--- config.mk ---
export PLATFORM = sky130hd
export DESIGN_NAME = run_ctrl_flat
export DESIGN_NICKNAME = d
export VERILOG_FILES = /design/src/rtl/run_ctrl_if.sv /design/src/rtl/run_ctrl.sv /design/src/flat_wrapper.sv
export SDC_FILE = /design/constraint.sdc
export NUM_CORES = 1
export LEC_CHECK = 0
export CAP_MARGIN = 20
export CORE_MARGIN = 2
export CORE_UTILIZATION = 44
export CTS_CLUSTER_SIZE = 10
export DETAILED_ROUTE_END_ITERATION = 12
export GPL_ROUTABILITY_DRIVEN = 0
export MAX_ROUTING_LAYER = met4
export PLACE_DENSITY = 0.73
export SYNTH_ARGS = -nofsm -noshare
export SYNTH_HDL_FRONTEND = slang
export SYNTH_SLANG_ARGS = --single-unit
--- constraint.sdc ---
create_clock -name CLK -period 1.7 [get_ports CLK]
set_input_delay 0.255 -clock CLK [delete_from_list [all_inputs] [get_ports CLK]]
set_output_delay 0.255 -clock CLK [all_outputs]
set_load 0.05 [all_outputs]
--- src/rtl/run_ctrl_if.sv ---
// Start/halt handshake and init write port between the external pin/decoder side and run_ctrl.
// master drives start/halt_req; slave (run_ctrl) drives the init port, PC/run gating and status.
interface run_ctrl_if;
  logic        start;
  logic        halt_req;
  logic        init_we;
  logic        init_sel;
  logic [7:0]  init_addr;
  logic [7:0]  init_data;
  logic        pc_rst;
  logic        run_en;
  logic        halt;
  logic        timeout;
  logic [15:0] cycle_count;

  modport master (
    output start, halt_req,
    input  init_we, init_sel, init_addr, init_data,
    input  pc_rst, run_en, halt, timeout, cycle_count
  );

  modport slave (
    input  start, halt_req,
    output init_we, init_sel, init_addr, init_data,
    output pc_rst, run_en, halt, timeout, cycle_count
  );
endinterface

--- src/rtl/run_ctrl.sv ---
// Start/halt sequencer: clears dmem and regfile, holds PC until start falls, runs until halt or watchdog.
// All outputs registered (one-cycle response to start/halt_req); no backpressure, the sweep never stalls.
module run_ctrl #(
  parameter int          DMEM_DEPTH = 256,
  parameter int          NREG       = 8,
  parameter logic [7:0]  REG_INIT   = 8'h01,
  parameter logic [15:0] MAX_CYCLES = 16'hFFFF
) (
  input  logic     CLK,
  input  logic     Reset,
  run_ctrl_if.slave bus
);

  typedef enum logic [2:0] {
    IDLE,
    CLEAR_MEM,
    CLEAR_REG,
    ARMED,
    RUN,
    HALTED
  } state_t;

  localparam logic [7:0] LAST_MEM = 8'(DMEM_DEPTH - 1);
  localparam logic [7:0] LAST_REG = 8'(NREG - 1);

  state_t      state_q, state_d;
  logic        init_we_q, init_we_d;
  logic        init_sel_q, init_sel_d;
  logic [7:0]  init_addr_q, init_addr_d;
  logic [7:0]  init_data_q, init_data_d;
  logic        pc_rst_q, pc_rst_d;
  logic        run_en_q, run_en_d;
  logic        halt_q, halt_d;
  logic        timeout_q, timeout_d;
  logic [15:0] cycle_count_q, cycle_count_d;

  always_ff @(posedge CLK or posedge Reset) begin
    if (Reset) begin
      state_q       <= IDLE;
      init_we_q     <= 1'b0;
      init_sel_q    <= 1'b0;
      init_addr_q   <= 8'd0;
      init_data_q   <= 8'd0;
      pc_rst_q      <= 1'b1;
      run_en_q      <= 1'b0;
      halt_q        <= 1'b0;
      timeout_q     <= 1'b0;
      cycle_count_q <= 16'd0;
    end else begin
      state_q       <= state_d;
      init_we_q     <= init_we_d;
      init_sel_q    <= init_sel_d;
      init_addr_q   <= init_addr_d;
      init_data_q   <= init_data_d;
      pc_rst_q      <= pc_rst_d;
      run_en_q      <= run_en_d;
      halt_q        <= halt_d;
      timeout_q     <= timeout_d;
      cycle_count_q <= cycle_count_d;
    end
  end

  always_comb begin
    state_d       = state_q;
    init_addr_d   = init_addr_q;
    halt_d        = halt_q;
    timeout_d     = timeout_q;
    cycle_count_d = cycle_count_q;

    case (state_q)
      IDLE: begin
        if (bus.start) state_d = CLEAR_MEM;
      end
      CLEAR_MEM: begin
        if (init_addr_q == LAST_MEM) begin
          state_d     = CLEAR_REG;
          init_addr_d = 8'd0;
        end else begin
          init_addr_d = init_addr_q + 8'd1;
        end
      end
      CLEAR_REG: begin
        if (init_addr_q == LAST_REG) begin
          state_d     = bus.start ? ARMED : RUN;
          init_addr_d = 8'd0;
        end else begin
          init_addr_d = init_addr_q + 8'd1;
        end
      end
      ARMED: begin
        if (!bus.start) state_d = RUN;
      end
      RUN: begin
        cycle_count_d = cycle_count_q + 16'd1;
        // Abort beats halt, and a real halt beats the watchdog.
        if (bus.start) begin
          state_d = CLEAR_MEM;
        end else if (bus.halt_req) begin
          state_d   = HALTED;
          halt_d    = 1'b1;
          timeout_d = 1'b0;
        end else if (cycle_count_q == MAX_CYCLES - 16'd1) begin
          state_d   = HALTED;
          halt_d    = 1'b1;
          timeout_d = 1'b1;
        end
      end
      HALTED: begin
        if (bus.start) state_d = CLEAR_MEM;
      end
      default: state_d = IDLE;
    endcase

    if (state_d == CLEAR_MEM && state_q != CLEAR_MEM) begin
      init_addr_d   = 8'd0;
      halt_d        = 1'b0;
      timeout_d     = 1'b0;
      cycle_count_d = 16'd0;
    end

    // Outputs follow the state being entered so they are valid in that state's first cycle.
    init_we_d   = (state_d == CLEAR_MEM) || (state_d == CLEAR_REG);
    init_sel_d  = (state_d == CLEAR_REG);
    init_data_d = (state_d == CLEAR_REG && init_addr_d < 8'd2) ? REG_INIT : 8'd0;
    pc_rst_d    = (state_d == IDLE) || (state_d == CLEAR_MEM) ||
                  (state_d == CLEAR_REG) || (state_d == ARMED);
    run_en_d    = (state_d == RUN);
  end

  assign bus.init_we     = init_we_q;
  assign bus.init_sel    = init_sel_q;
  assign bus.init_addr   = init_addr_q;
  assign bus.init_data   = init_data_q;
  assign bus.pc_rst      = pc_rst_q;
  assign bus.run_en      = run_en_q;
  assign bus.halt        = halt_q;
  assign bus.timeout     = timeout_q;
  assign bus.cycle_count = cycle_count_q;

endmodule
--- src/flat_wrapper.sv ---
// flat-port wrapper written by rule: the top's interface ports become plain ports
module run_ctrl_flat 
#(
  parameter int          DMEM_DEPTH = 256,
  parameter int          NREG       = 8,
  parameter logic [7:0]  REG_INIT   = 8'h01,
  parameter logic [15:0] MAX_CYCLES = 16'hFFFF
)
  (CLK, Reset, bus_start, bus_halt_req, bus_init_we, bus_init_sel, bus_init_addr, bus_init_data, bus_pc_rst, bus_run_en, bus_halt, bus_timeout, bus_cycle_count);
  run_ctrl_if bus_i ();
  input  logic CLK;
  input  logic Reset;
  input wire logic [$bits(bus_i.start)-1:0] bus_start;
  input wire logic [$bits(bus_i.halt_req)-1:0] bus_halt_req;
  output wire logic [$bits(bus_i.init_we)-1:0] bus_init_we;
  output wire logic [$bits(bus_i.init_sel)-1:0] bus_init_sel;
  output wire logic [$bits(bus_i.init_addr)-1:0] bus_init_addr;
  output wire logic [$bits(bus_i.init_data)-1:0] bus_init_data;
  output wire logic [$bits(bus_i.pc_rst)-1:0] bus_pc_rst;
  output wire logic [$bits(bus_i.run_en)-1:0] bus_run_en;
  output wire logic [$bits(bus_i.halt)-1:0] bus_halt;
  output wire logic [$bits(bus_i.timeout)-1:0] bus_timeout;
  output wire logic [$bits(bus_i.cycle_count)-1:0] bus_cycle_count;
  assign bus_i.start = bus_start;
  assign bus_i.halt_req = bus_halt_req;
  assign bus_init_we = bus_i.init_we;
  assign bus_init_sel = bus_i.init_sel;
  assign bus_init_addr = bus_i.init_addr;
  assign bus_init_data = bus_i.init_data;
  assign bus_pc_rst = bus_i.pc_rst;
  assign bus_run_en = bus_i.run_en;
  assign bus_halt = bus_i.halt;
  assign bus_timeout = bus_i.timeout;
  assign bus_cycle_count = bus_i.cycle_count;
  run_ctrl #(.DMEM_DEPTH(DMEM_DEPTH), .NREG(NREG), .REG_INIT(REG_INIT), .MAX_CYCLES(MAX_CYCLES)) u_core (.CLK(CLK), .Reset(Reset), .bus(bus_i));
endmodule
==> results of run 1 <==
worst min-delay path: cells and delay by family:
family / cells / cell delay (ps)
buffers and inverters: 3 / 840
placed cells by master (no fill, tap or decap), drive strengths merged, types with 2 or more instances in the layout:
cell type / instances
o31ai: 2
or3: 8
ha: 3
o21ai: 14
buf: 68
nor2: 14
clkdlybuf4s50: 3
clkbuf: 6
nand2: 13
or2: 2
and3: 4
xor2: 8
nor2b: 6
xnor2: 6
a211oi: 4
nand4b: 2
conb: 7
nor3: 9
nand3: 6
or3b: 3
and4: 6
dfrtp: 33
inv: 7
nand4: 6
a21oi: 14
bufinv: 2
a2111oi: 2
nand2b: 4
o41ai: 2
a21o: 2
cells in the mapped netlist (all sizes together), types with 2 or more instances:
| cell | count | share of area |
|---|---|---|
| dfrtp | 33 | 0.41 |
| a21oi | 14 | 0.037 |
| nor2 | 14 | 0.026 |
| o21ai | 14 | 0.035 |
| nand2 | 13 | 0.024 |
| buf | 11 | 0.039 |
| nor3 | 9 | 0.025 |
| or3 | 8 | 0.025 |
| xor2 | 8 | 0.035 |
| clkbuf | 7 | 0.013 |
| inv | 7 | 0.013 |
| and4 | 6 | 0.026 |
| nand3 | 6 | 0.021 |
| nand4 | 6 | 0.026 |
| nor2b | 6 | 0.019 |
| xnor2 | 6 | 0.026 |
| a211oi | 4 | 0.015 |
| and3 | 4 | 0.012 |
| nand2b | 4 | 0.012 |
| ha | 3 | 0.019 |
| or3b | 3 | 0.013 |
| a2111oi | 2 | 0.0087 |
| a21o | 2 | 0.0074 |
| nand4b | 2 | 0.0087 |
| o31ai | 2 | 0.0074 |
| o41ai | 2 | 0.0087 |
| or2 | 2 | 0.0062 |
metrics by stage:
stage	area, µm²	instances	util	TNS [ps]
after detailed placement	2600	324	0.592	-16.4
after global placement	2600	324	0.592	0
after global routing	2830	334	0.645	-139
after CTS	2750	333	0.628	0
after floorplan	2120	221	-	-65.4
final	2830	334	0.645	0
registers in the layout (all words and copies together) (netlist names):
name	flops
u_core.bus.cycle_count	16
u_core.bus.init_addr	8
u_core.state_q	3
u_core.bus.halt	1
u_core.bus.init_data	1
u_core.bus.init_sel	1
u_core.bus.init_we	1
u_core.bus.pc_rst	1
u_core.bus.run_en	1
u_core.bus.timeout	1
path summary, 6_finish.rpt:
check	endpoint	slack [ps]	cells after the start
min in group CLK	u_core.bus.halt$_DFFE_PP0P_	530	2
max in group asynchronous	u_core.bus.pc_rst$_DFF_PP1_	980	3
max reg2reg	u_core.bus.cycle_count[15]$_DFFE_PP0P_	20	5
min reg2reg	u_core.bus.halt$_DFFE_PP0P_	530	2
min	u_core.bus.cycle_count[11]$_DFFE_PP0P_	360	3
max	u_core.bus.cycle_count[15]$_DFFE_PP0P_	20	5
metal layers:
metal  GRT usage  vias to the layer above
met5           -                        -
met4      0.0797                        0
met3      0.0506                        4
met2       0.318                       47
met1       0.287                      895
li1            -                      894
area by class of cell:
cell class,count,area share
tap,52,0.0230
multi-input combinational,162,0.410
inverter,7,0.00930
sequential,34,0.309
clock buffer,6,0.0292
clock inverter,2,0.0212
timing repair buffer,71,0.198
cells by family after synthesis:
family / after synthesis / share of synthesized area
xor+xnor: 14 / 0.0608
fa+ha+maj: 3 / 0.0186
simple gates: 91 / 0.284
flops: 34 / 0.422
buf+inv: 25 / 0.0651
other cells: 1 / 0.00186
compound gates: 47 / 0.148
repair_timing:
| action | 4_1_cts | 5_1_grt |
|---|---|---|
| resized for setup | 2 | 14 |
| endpoints found under the hold margin | 0 | 0 |
| endpoints found under the setup margin | 1 | 11 |
| gates cloned | 0 | 0 |
| setup buffers | 1 | 1 |
| pin swaps | 2 | 5 |
where the power goes:
| group | internal [µW] | switching [µW] |
|---|---|---|
| sequential | 1030 | 292 |
| clock | 625 | 322 |
| combinational | 809 | 1280 |
| total | 2460 | 1890 |
==> summary.txt, run 1 <==
Setup path
  • CP endpoint kind: flop
  • CP Launch Type: flop
  • CP Max Fanout: 6
  • Worst setup path start: u_core.state_q[1]$_DFF_PP0_
  • CP Cell Sequence: buf_6 > nor3b_4 > nand3_4 > or4_4 > a21oi_2
  • Buf/Inv on CP: 1
  • Worst path arrival time: 1920 ps
  • CP delay by family, top: simple AND/OR/NAND/NOR gates
  • Max incr delay on CP: 500 ps
  • Critical-path top delay cell: or4_4
  • Required @ worst endpoint: 1930 ps
  • Kind of critical path: flop to flop
  • Reg-to-reg startpoint: u_core.state_q[1]$_DFF_PP0_

CTS
  • CTS Root Cell: clkbuf_8
  • # hold bufs at CTS: 0
  • Number of CTS-inserted buffers: 5
  • H-tree lvl count: 2
  • Clock sink count: 34
  • CTS tree: built
  • Clock latency on the worst-skew pair: 300 ps
  • Clock transition at path regs: 70 ps
  • Clock buffer depth: 2

GRT
  • Global route overflow: 0
  • First-pass GRT wire length: 8310 µm
  • Largest net degree at the start of global routing: 35
  • Vias in the first global route: 1706
  • Initial antenna violation count: 0
  • GRT Total Usage: 0.215

Route
  • DRC violations left: 0
  • DR top layer: met4
  • Post-Route WL: 5040 µm
  • Routed wl met2: 2450 µm
  • Met3 WL: 239 µm
  • DRT antenna net count: 0
  • Iter 0 DRT Violations: 165
  • Drt pass-1 iters: 4
  • Via density: 5.51
  • Routed wire per std cell: 15.1 µm
  • Vias: 1840
  • M1 WL: 2300 µm

Placement
  • Post-DP HPWL: 3680 µm
  • Pre-CTS setup slack: -16.4 ps
  • Port bufs: 34

Finish
  • Footprint of the multi-input gates: 1160 µm²
  • Share of cells above drive strength 1: 0.422
  • Nets: 288
  • FF+latch area: 872 µm²
  • Filler cells: 358
  • Area delta synth->final: 40.0%
  • Inserted Diodes: 0

Yosys
  • Post-synth ARST share: 1.00
  • Syn avg cell area: 9.39 µm²
  • Register bit total from synthesis: 34
  • Sequential element share of the synthesized area: 0.422
  • Number of cells produced by synthesis: 215
  • Post-synth EDFFs: 0
  • Mapped Area: 2020 µm²
  • Synthesis Warnings: 0
  • Main flop type after synthesis: dfrtp_1
  • Yosys cell types: 51

Floorplanning
  • Die Wd: 71.7 µm
  • Die Ht: 71.7 µm
  • Core area: 4380 µm²
  • # rows: 24
  • Die area: 5140 µm²
  • Starting Density: 0.460
  • Boundary Pins: 42

Min path
  • Hold Path Class: input port to async pin

Pwr
  • VDD IR-drop max: 0.00118 V
  • P_leak: 0.00127 µW
  • Pwr per Cell Area: 1540 nW/µm²
  • Total power: 4360 µW

STA
  • Max Clk Rate: 0.594 GHz
  • Min Tclk post-route: 1680 ps
  • Final hold slack: 360 ps
  • Final Cycle Share: 0.991
  • Final hold viol count: 0
  • Final Max Tran Viols: 0
  • Worst Slack Setup Final: 15.6 ps
  • Worst Skew: 8.68 ps
  • Unrepaired setup endpoints after global routing: yes
  • Final setup viols: 0

Run status
  • Run status: completed

Flow run
  • Max-Cap Viols: 0
Note: power is estimated with default switching activity, not from simulation.
==> run 2: changes to the inputs <==
--- a/config.mk
+++ b/config.mk
@@ -12,7 +12,7 @@
 export DETAILED_ROUTE_END_ITERATION = 12
 export GPL_ROUTABILITY_DRIVEN = 0
 export MAX_ROUTING_LAYER = met4
-export PLACE_DENSITY = 0.73
+export PLACE_DENSITY = 0.7
 export SYNTH_ARGS = -nofsm -noshare
 export SYNTH_HDL_FRONTEND = slang
 export SYNTH_SLANG_ARGS = --single-unit
==> constraint.sdc (replaced) <==
create_clock -name CLK -period 1.86 [get_ports CLK]
set_input_delay 0.279 -clock CLK [delete_from_list [all_inputs] [get_ports CLK]]
set_output_delay 0.279 -clock CLK [all_outputs]
set_load 0.05 [all_outputs]
==> run 2 against run 1 <==
  * Critical path depth is the same
  * First-iteration DRC count decreased by 58%
  * Hold slack gained 40 ps
  * Clock skew down 4.6 ps
  * Critical endpoint is now u_core.bus.init_data[0]$_DFF_PP0_
  * Largest cell class unchanged
  * Largest power group unchanged
==> summary.txt, run 2 (same netlist as run 1, synthesis figures left out) <==
Run status
  • Run status: completed (unchanged)

Finish
  • Inserted Diodes: 0 (unchanged)
  • Area delta synth->final: 29.6% (was 40.0%)
  • Design Area, Final: 2620 µm² (was 2830 µm²)
  • Most common cell after layout, fill and taps aside: buf_4 (unchanged)
  • Most frequent cells in the layout: buf_4 (31), dfrtp_1 (27), clkdlybuf4s50_1 (19) (was buf_4 (65), dfrtp_1 (17), dfrtp_2 (16))
  • Filler cells: 391 (was 358)
  • Nets: 268 (was 288)
  • Max reg flops: 16 (unchanged)
  • Share of cells above drive strength 1: 0.237 (was 0.422)

CTS
  • Clock latency on the worst-skew pair: 280 ps (was 300 ps)
  • Clock buffer depth: 2 (unchanged)
  • # hold bufs at CTS: 0 (unchanged)
  • Clock transition at path regs: 70 ps (about the same)
  • H-tree lvl count: 2 (unchanged)
  • CTS Root Cell: clkbuf_8 (unchanged)
  • Setup Buffers After CTS: 0 (was 1)
  • Clock sink count: 34 (unchanged)
  • CTS tree: built (unchanged)
  • Number of CTS-inserted buffers: 5 (unchanged)

Flow run
  • Max-Cap Viols: 0 (unchanged)

Placement
  • Dpl cell area: 2450 µm² (was 2600 µm²)
  • Port bufs: 34 (unchanged)
  • Post-DP HPWL: 3300 µm (was 3680 µm)

Setup path
  • R2R Setup Slk: 30 ps (was 20 ps)
  • Worst r2r dst: u_core.bus.init_data[0]$_DFF_PP0_ (was u_core.bus.cycle_count[15]$_DFFE_PP0P_)
  • CP Cell Sequence: buf_4 > nand4b_1 > nor2_1 > or3b_2 > a211oi_1 (was buf_6 > nor3b_4 > nand3_4 > or4_4 > a21oi_2)
  • Kind of critical path: flop to flop (unchanged)
  • Critical-path top delay cell: or3b_2 (was or4_4)
  • CP Launch Type: flop (unchanged)
  • Max incr delay on CP: 450 ps (was 500 ps)
  • Worst path arrival time: 2000 ps (was 1920 ps)
  • CP endpoint kind: flop (unchanged)
  • Required @ worst endpoint: 2030 ps (was 1930 ps)
  • Reg-to-reg startpoint: u_core.state_q[2]$_DFF_PP0_ (was u_core.state_q[1]$_DFF_PP0_)
  • Reg2reg path depth: 5 (unchanged)
  • CP Max Fanout: 15 (was 6)

Pwr
  • VDD IR-drop max: 0.00132 V (was 0.00118 V)
  • P_leak: 0.00113 µW (was 0.00127 µW)
  • Pwr per Cell Area: 1390 nW/µm² (was 1540 nW/µm²)

Route
  • DRT antenna net count: 0 (unchanged)
  • Vias: 1766 (was 1840)
  • DRC violations left: 0 (unchanged)
  • Iter 0 DRT Violations: 69 (was 165)
  • Drt pass-1 iters: 4 (unchanged)
  • Routed wire per std cell: 15.4 µm (was 15.1 µm)
  • Post-Route WL: 4830 µm (was 5040 µm)
  • Via density: 5.62 (was 5.51)

Floorplanning
  • # rows: 24 (unchanged)
  • Core area: 4380 µm² (unchanged)
  • Die Ht: 71.7 µm (unchanged)
  • Starting Density: 0.460 (unchanged)
  • Die Wd: 71.7 µm (unchanged)
  • Boundary Pins: 42 (unchanged)
  • Die area: 5140 µm² (unchanged)

GRT
  • GRT Total Usage: 0.199 (was 0.215)
  • First-pass GRT wire length: 7750 µm (was 8310 µm)
  • Vias in the first global route: 1602 (was 1706)
  • Largest net degree at the start of global routing: 35 (unchanged)
  • Initial antenna violation count: 0 (unchanged)
  • Global route overflow: 0 (unchanged)

Min path
  • Hold Path Class: input port to async pin (unchanged)

STA
  • Max Clk Rate: 0.546 GHz (was 0.594 GHz)
  • Min Tclk post-route: 1830 ps (was 1680 ps)
  • Worst Skew: 4.13 ps (was 8.68 ps)
  • Relative slew slack: 0.667
  • Final Max Tran Viols: 0 (unchanged)
  • Final Cycle Share: 0.984 (was 0.991)
  • TNS Setup: 0 ps (unchanged)
  • Final hold viol count: 0 (unchanged)
  • Final setup viols: 0 (unchanged)
  • Worst-Margin Slew: 497 ps
-- run 2: cell types whose count changed in the layout (fill, tap and decap cells not counted), sizes merged --
cell	change
clkdlybuf4s50	+16
bufinv	-1
buf	-36
clkbuf	+1
-- run 2: timing repair --
action,CTS,global route
hold endpoints to repair,0,0
resized for setup,1,9
setup endpoints to repair,1,6
-- run 2: layout make-up --
cell class	instances	area (µm²)	area share
tap	52	65.1	0.0249
clock buffer	7	76.3	0.0292
inverter	7	26.3	0.0100
multi-input combinational	162	1110	0.426
clock inverter	1	30.0	0.0115
sequential	34	860	0.329
timing repair buffer	51	443	0.169
-- run 2: metal layers --
layer / global-route usage / share of wire / vias up
li1: - / - / 853
met1: 0.274 / 0.47 / 857
met2: 0.295 / 0.48 / 50
met3: 0.0323 / 0.041 / 6
met4: 0.0734 / 0.012 / 0
met5: - / 0 / -
-- run 2: metrics by stage --
step           cells  hold WS (ps)   util  setup WS (ps)  power, µW
2_1_floorplan    221           370      -          -48.6       2320
3_3_place_gp     306           503  0.559           89.4       2880
3_5_place_dp     306           528  0.559          -13.9       2900
4_1_cts          314           411  0.584           19.2       3580
5_1_grt          314           459  0.596          -8.71       3820
6_report         314           400  0.596           29.5       3630
-- run 2: worst max-delay path by stage --
stage | startpoint | to | slack, ps
floorplan | u_core.bus.init_addr[4]$_DFF_PP0_ | u_core.bus.init_data[0]$_DFF_PP0_ | -50
global placement | u_core.bus.cycle_count[0]$_DFFE_PP0P_ | u_core.bus.init_we$_DFF_PP0_ | 90
detailed placement | u_core.bus.init_addr[0]$_DFFE_PP0P_ | u_core.bus.init_data[0]$_DFF_PP0_ | -10
CTS | u_core.bus.init_addr[0]$_DFFE_PP0P_ | u_core.bus.init_data[0]$_DFF_PP0_ | 20
global route | u_core.bus.init_addr[4]$_DFF_PP0_ | u_core.bus.init_addr[3]$_DFF_PP0_ | -9
finish | u_core.state_q[2]$_DFF_PP0_ | u_core.bus.init_data[0]$_DFF_PP0_ | 30
-- run 2: report_power, final --
group | switching (µW) | total [µW] | internal [µW]
registers | 250 | 1180 | 929
logic | 1150 | 1790 | 636
clock network | 268 | 669 | 401
-- run 2: critical path: cells and delay by family (launching register included) --
family,cells,cell delay (ps)
buffers and inverters,1,240
AOI/OAI and AO/OA,1,300
and+or+nand+nor,3,780
DFF,1,390
==> run 3: changes to the inputs <==
--- a/config.mk
+++ b/config.mk
@@ -7,12 +7,12 @@
 export LEC_CHECK = 0
 export CAP_MARGIN = 20
 export CORE_MARGIN = 2
-export CORE_UTILIZATION = 44
+export CORE_UTILIZATION = 40
 export CTS_CLUSTER_SIZE = 10
 export DETAILED_ROUTE_END_ITERATION = 12
 export GPL_ROUTABILITY_DRIVEN = 0
 export MAX_ROUTING_LAYER = met4
-export PLACE_DENSITY = 0.7
+export PLACE_DENSITY = 0.65
 export SYNTH_ARGS = -nofsm -noshare
 export SYNTH_HDL_FRONTEND = slang
 export SYNTH_SLANG_ARGS = --single-unit
==> run 3 against run 2 <==
  * First-iteration DRC count grew 32%
  * Clock-buffer cell count shrank 1
  * Global-route usage shrank 0.97 points
  * Cell area grew 2.8%
  * Non-clock buffer count grew 5
  * Via count grew 0.28%
  * Critical path depth shrank 4
  * Setup slack gained 36 ps
==> summary.txt, run 3 (same netlist as run 1, synthesis figures left out) <==
STA
  • Worst Slack Setup Final: 65.1 ps (was 29.5 ps)
  • Unrepaired setup endpoints after global routing: no
  • Worst-Margin Slew: 507 ps (was 497 ps)
  • Final Max Tran Viols: 0 (unchanged)
  • TNS Setup: 0 ps (unchanged)
  • Worst Skew: 10.1 ps (was 4.13 ps)
  • Final hold viol count: 0 (unchanged)
  • Final hold slack: 376 ps (was 400 ps)
  • Final Cycle Share: 0.965 (was 0.984)
  • Final setup viols: 0 (unchanged)
  • Relative slew slack: 0.661 (was 0.667)
  • Max Clk Rate: 0.557 GHz (was 0.546 GHz)
  • Min Tclk post-route: 1790 ps (was 1830 ps)

Floorplanning
  • Boundary Pins: 42 (unchanged)
  • Core area: 4790 µm² (was 4380 µm²)
  • Starting Density: 0.422 (was 0.460)
  • Die area: 5630 µm² (was 5140 µm²)
  • Die Wd: 75.0 µm (was 71.7 µm)
  • Die Ht: 75.0 µm (was 71.7 µm)
  • # rows: 25 (was 24)

Finish
  • Inserted Diodes: 0 (unchanged)
  • Nets: 273 (was 268)
  • Max reg flops: 16 (unchanged)
  • Most common cell after layout, fill and taps aside: buf_4 (unchanged)
  • Area delta synth->final: 33.2% (was 29.6%)
  • Most frequent cells in the layout: buf_4 (35), dfrtp_1 (27), clkdlybuf4s50_1 (15) (was buf_4 (31), dfrtp_1 (27), clkdlybuf4s50_1 (19))
  • Share of cells above drive strength 1: 0.243 (was 0.237)
  • Non-filler cells, final: 334 (was 314)

Flow run
  • Max-Cap Viols: 0 (unchanged)

CTS
  • Clock sink count: 34 (unchanged)
  • Clock buffer depth: 2 (unchanged)
  • Clock transition at path regs: 80 ps (was 70 ps)
  • CTS Root Cell: clkbuf_8 (unchanged)
  • Clock latency on the worst-skew pair: 290 ps (was 280 ps)
  • H-tree lvl count: 2 (unchanged)
  • CTS tree: built (unchanged)
  • Number of CTS-inserted buffers: 5 (unchanged)

Setup path
  • Critical-path top delay cell: clkdlybuf4s50_1 (was or3b_2)
  • CP Max Fanout: 5 (was 15)
  • CP Launch Type: flop (unchanged)
  • Worst r2r dst: u_core.bus.init_addr[6]$_DFF_PP0_ (was u_core.bus.init_data[0]$_DFF_PP0_)
  • Worst setup path start: u_core.bus.cycle_count[11]$_DFFE_PP0P_ (was u_core.state_q[2]$_DFF_PP0_)
  • CP endpoint kind: primary output (was flop)
  • Reg-to-reg startpoint: u_core.state_q[1]$_DFF_PP0_ (was u_core.state_q[2]$_DFF_PP0_)
  • Buf/Inv on CP: 1 (unchanged)
  • R2R Setup Slk: 120 ps (was 30 ps)
  • CP Cell Sequence: clkdlybuf4s50_1 (was buf_4 > nand4b_1 > nor2_1 > or3b_2 > a211oi_1)
  • Required @ worst endpoint: 1580 ps (was 2030 ps)
  • Reg2reg path depth: 5 (unchanged)
  • Worst path depth: 1 (was 5)
  • Worst Setup EP: bus_cycle_count[11] (was u_core.bus.init_data[0]$_DFF_PP0_)
  • CP delay by family, top: buffers and inverters (was simple AND/OR/NAND/NOR gates)
  • Max incr delay on CP: 820 ps (was 450 ps)
  • Worst path arrival time: 1520 ps (was 2000 ps)
  • Kind of critical path: flop to primary output (was flop to flop)

Route
  • DRT antenna net count: 0 (unchanged)
  • DRC violations left: 0 (unchanged)
  • Drt pass-1 iters: 4 (unchanged)
  • Routed wire per std cell: 14.1 µm (was 15.4 µm)
  • Via density: 5.30 (was 5.62)
  • Vias: 1771 (was 1766)
  • Post-Route WL: 4720 µm (was 4830 µm)
  • Iter 0 DRT Violations: 91 (was 69)

GRT
  • Initial antenna violation count: 0 (unchanged)
  • Global route overflow: 0 (unchanged)
  • First-pass GRT wire length: 7730 µm (was 7750 µm)
  • Vias in the first global route: 1595 (was 1602)
  • Largest net degree at the start of global routing: 35 (unchanged)
  • GRT Total Usage: 0.189 (was 0.199)

Pwr
  • P_leak: 0.00124 µW (was 0.00113 µW)
  • VDD IR-drop max: 0.00107 V (was 0.00132 V)
  • Pwr per Cell Area: 1420 nW/µm² (was 1390 nW/µm²)

Run status
  • Run status: completed (unchanged)

Min path
  • Hold Path Class: input port to async pin (unchanged)

Placement
  • Port bufs: 34 (unchanged)
  • Pre-CTS setup slack: 63.6 ps (was -13.9 ps)
  • Post-DP HPWL: 3490 µm (was 3300 µm)
  • Placed instance count: 326 (was 306)
run 3: cell count changes in the layout (fill, tap and decap cells not counted), sizes merged:
cell | before | now
bufinv | 1 | 2
clkdlybuf4s50 | 19 | 15
dlymetal6s2s | 0 | 4
buf | 32 | 37
clkbuf | 7 | 6
run 3: worst min path at each step:
stage                                                        end  cells after the start
after global placement               u_core.bus.halt$_DFFE_PP0P_                      2
after floorplan                   u_core.bus.timeout$_DFFE_PP0P_                      1
after detailed placement             u_core.bus.halt$_DFFE_PP0P_                      2
final                     u_core.bus.cycle_count[11]$_DFFE_PP0P_                      3
after CTS                 u_core.bus.cycle_count[11]$_DFFE_PP0P_                      3
after global routing      u_core.bus.cycle_count[11]$_DFFE_PP0P_                      3
run 3: through the flow:
step                      utilization  total power [µW]  instance area [µm²]
after floorplan                     -              2320                 2050
after global placement          0.527              2940                 2520
after detailed placement        0.527              2960                 2520
after CTS                       0.556              3830                 2660
after global routing            0.562              4020                 2690
final                           0.562              3810                 2690
run 3: timing repair:
action	CTS	global route
gates resized for setup	0	8
buffers inserted	0	0
hold buffers	0	0
endpoints found under the setup margin	0	7
run 3: report_power, final:
part | internal (µW) | total, µW | leakage, µW | switching, µW
Clock | 572 | 849 | 0.0000714 | 277
Combinational | 662 | 1810 | 0.000732 | 1150
Sequential | 928 | 1150 | 0.000435 | 218
Total | 2160 | 3810 | 0.00124 | 1640
run 3: per-layer routing:
layer	up-vias	part of all wire	GRT usage
li1	868	-	-
met1	848	0.48	0.256
met2	43	0.46	0.275
met3	12	0.040	0.0402
met4	0	0.026	0.0754
met5	-	0	-
run 3: area by class of cell:
type	count	area, µm²
Clock inverter	2	60.1
Multi-Input combinational cell	162	1070
Fill cell	448	2100
Sequential cell	34	860
Inverter	7	26.3
Tap cell	67	83.8
Clock buffer	6	82.6
Timing Repair Buffer	56	503
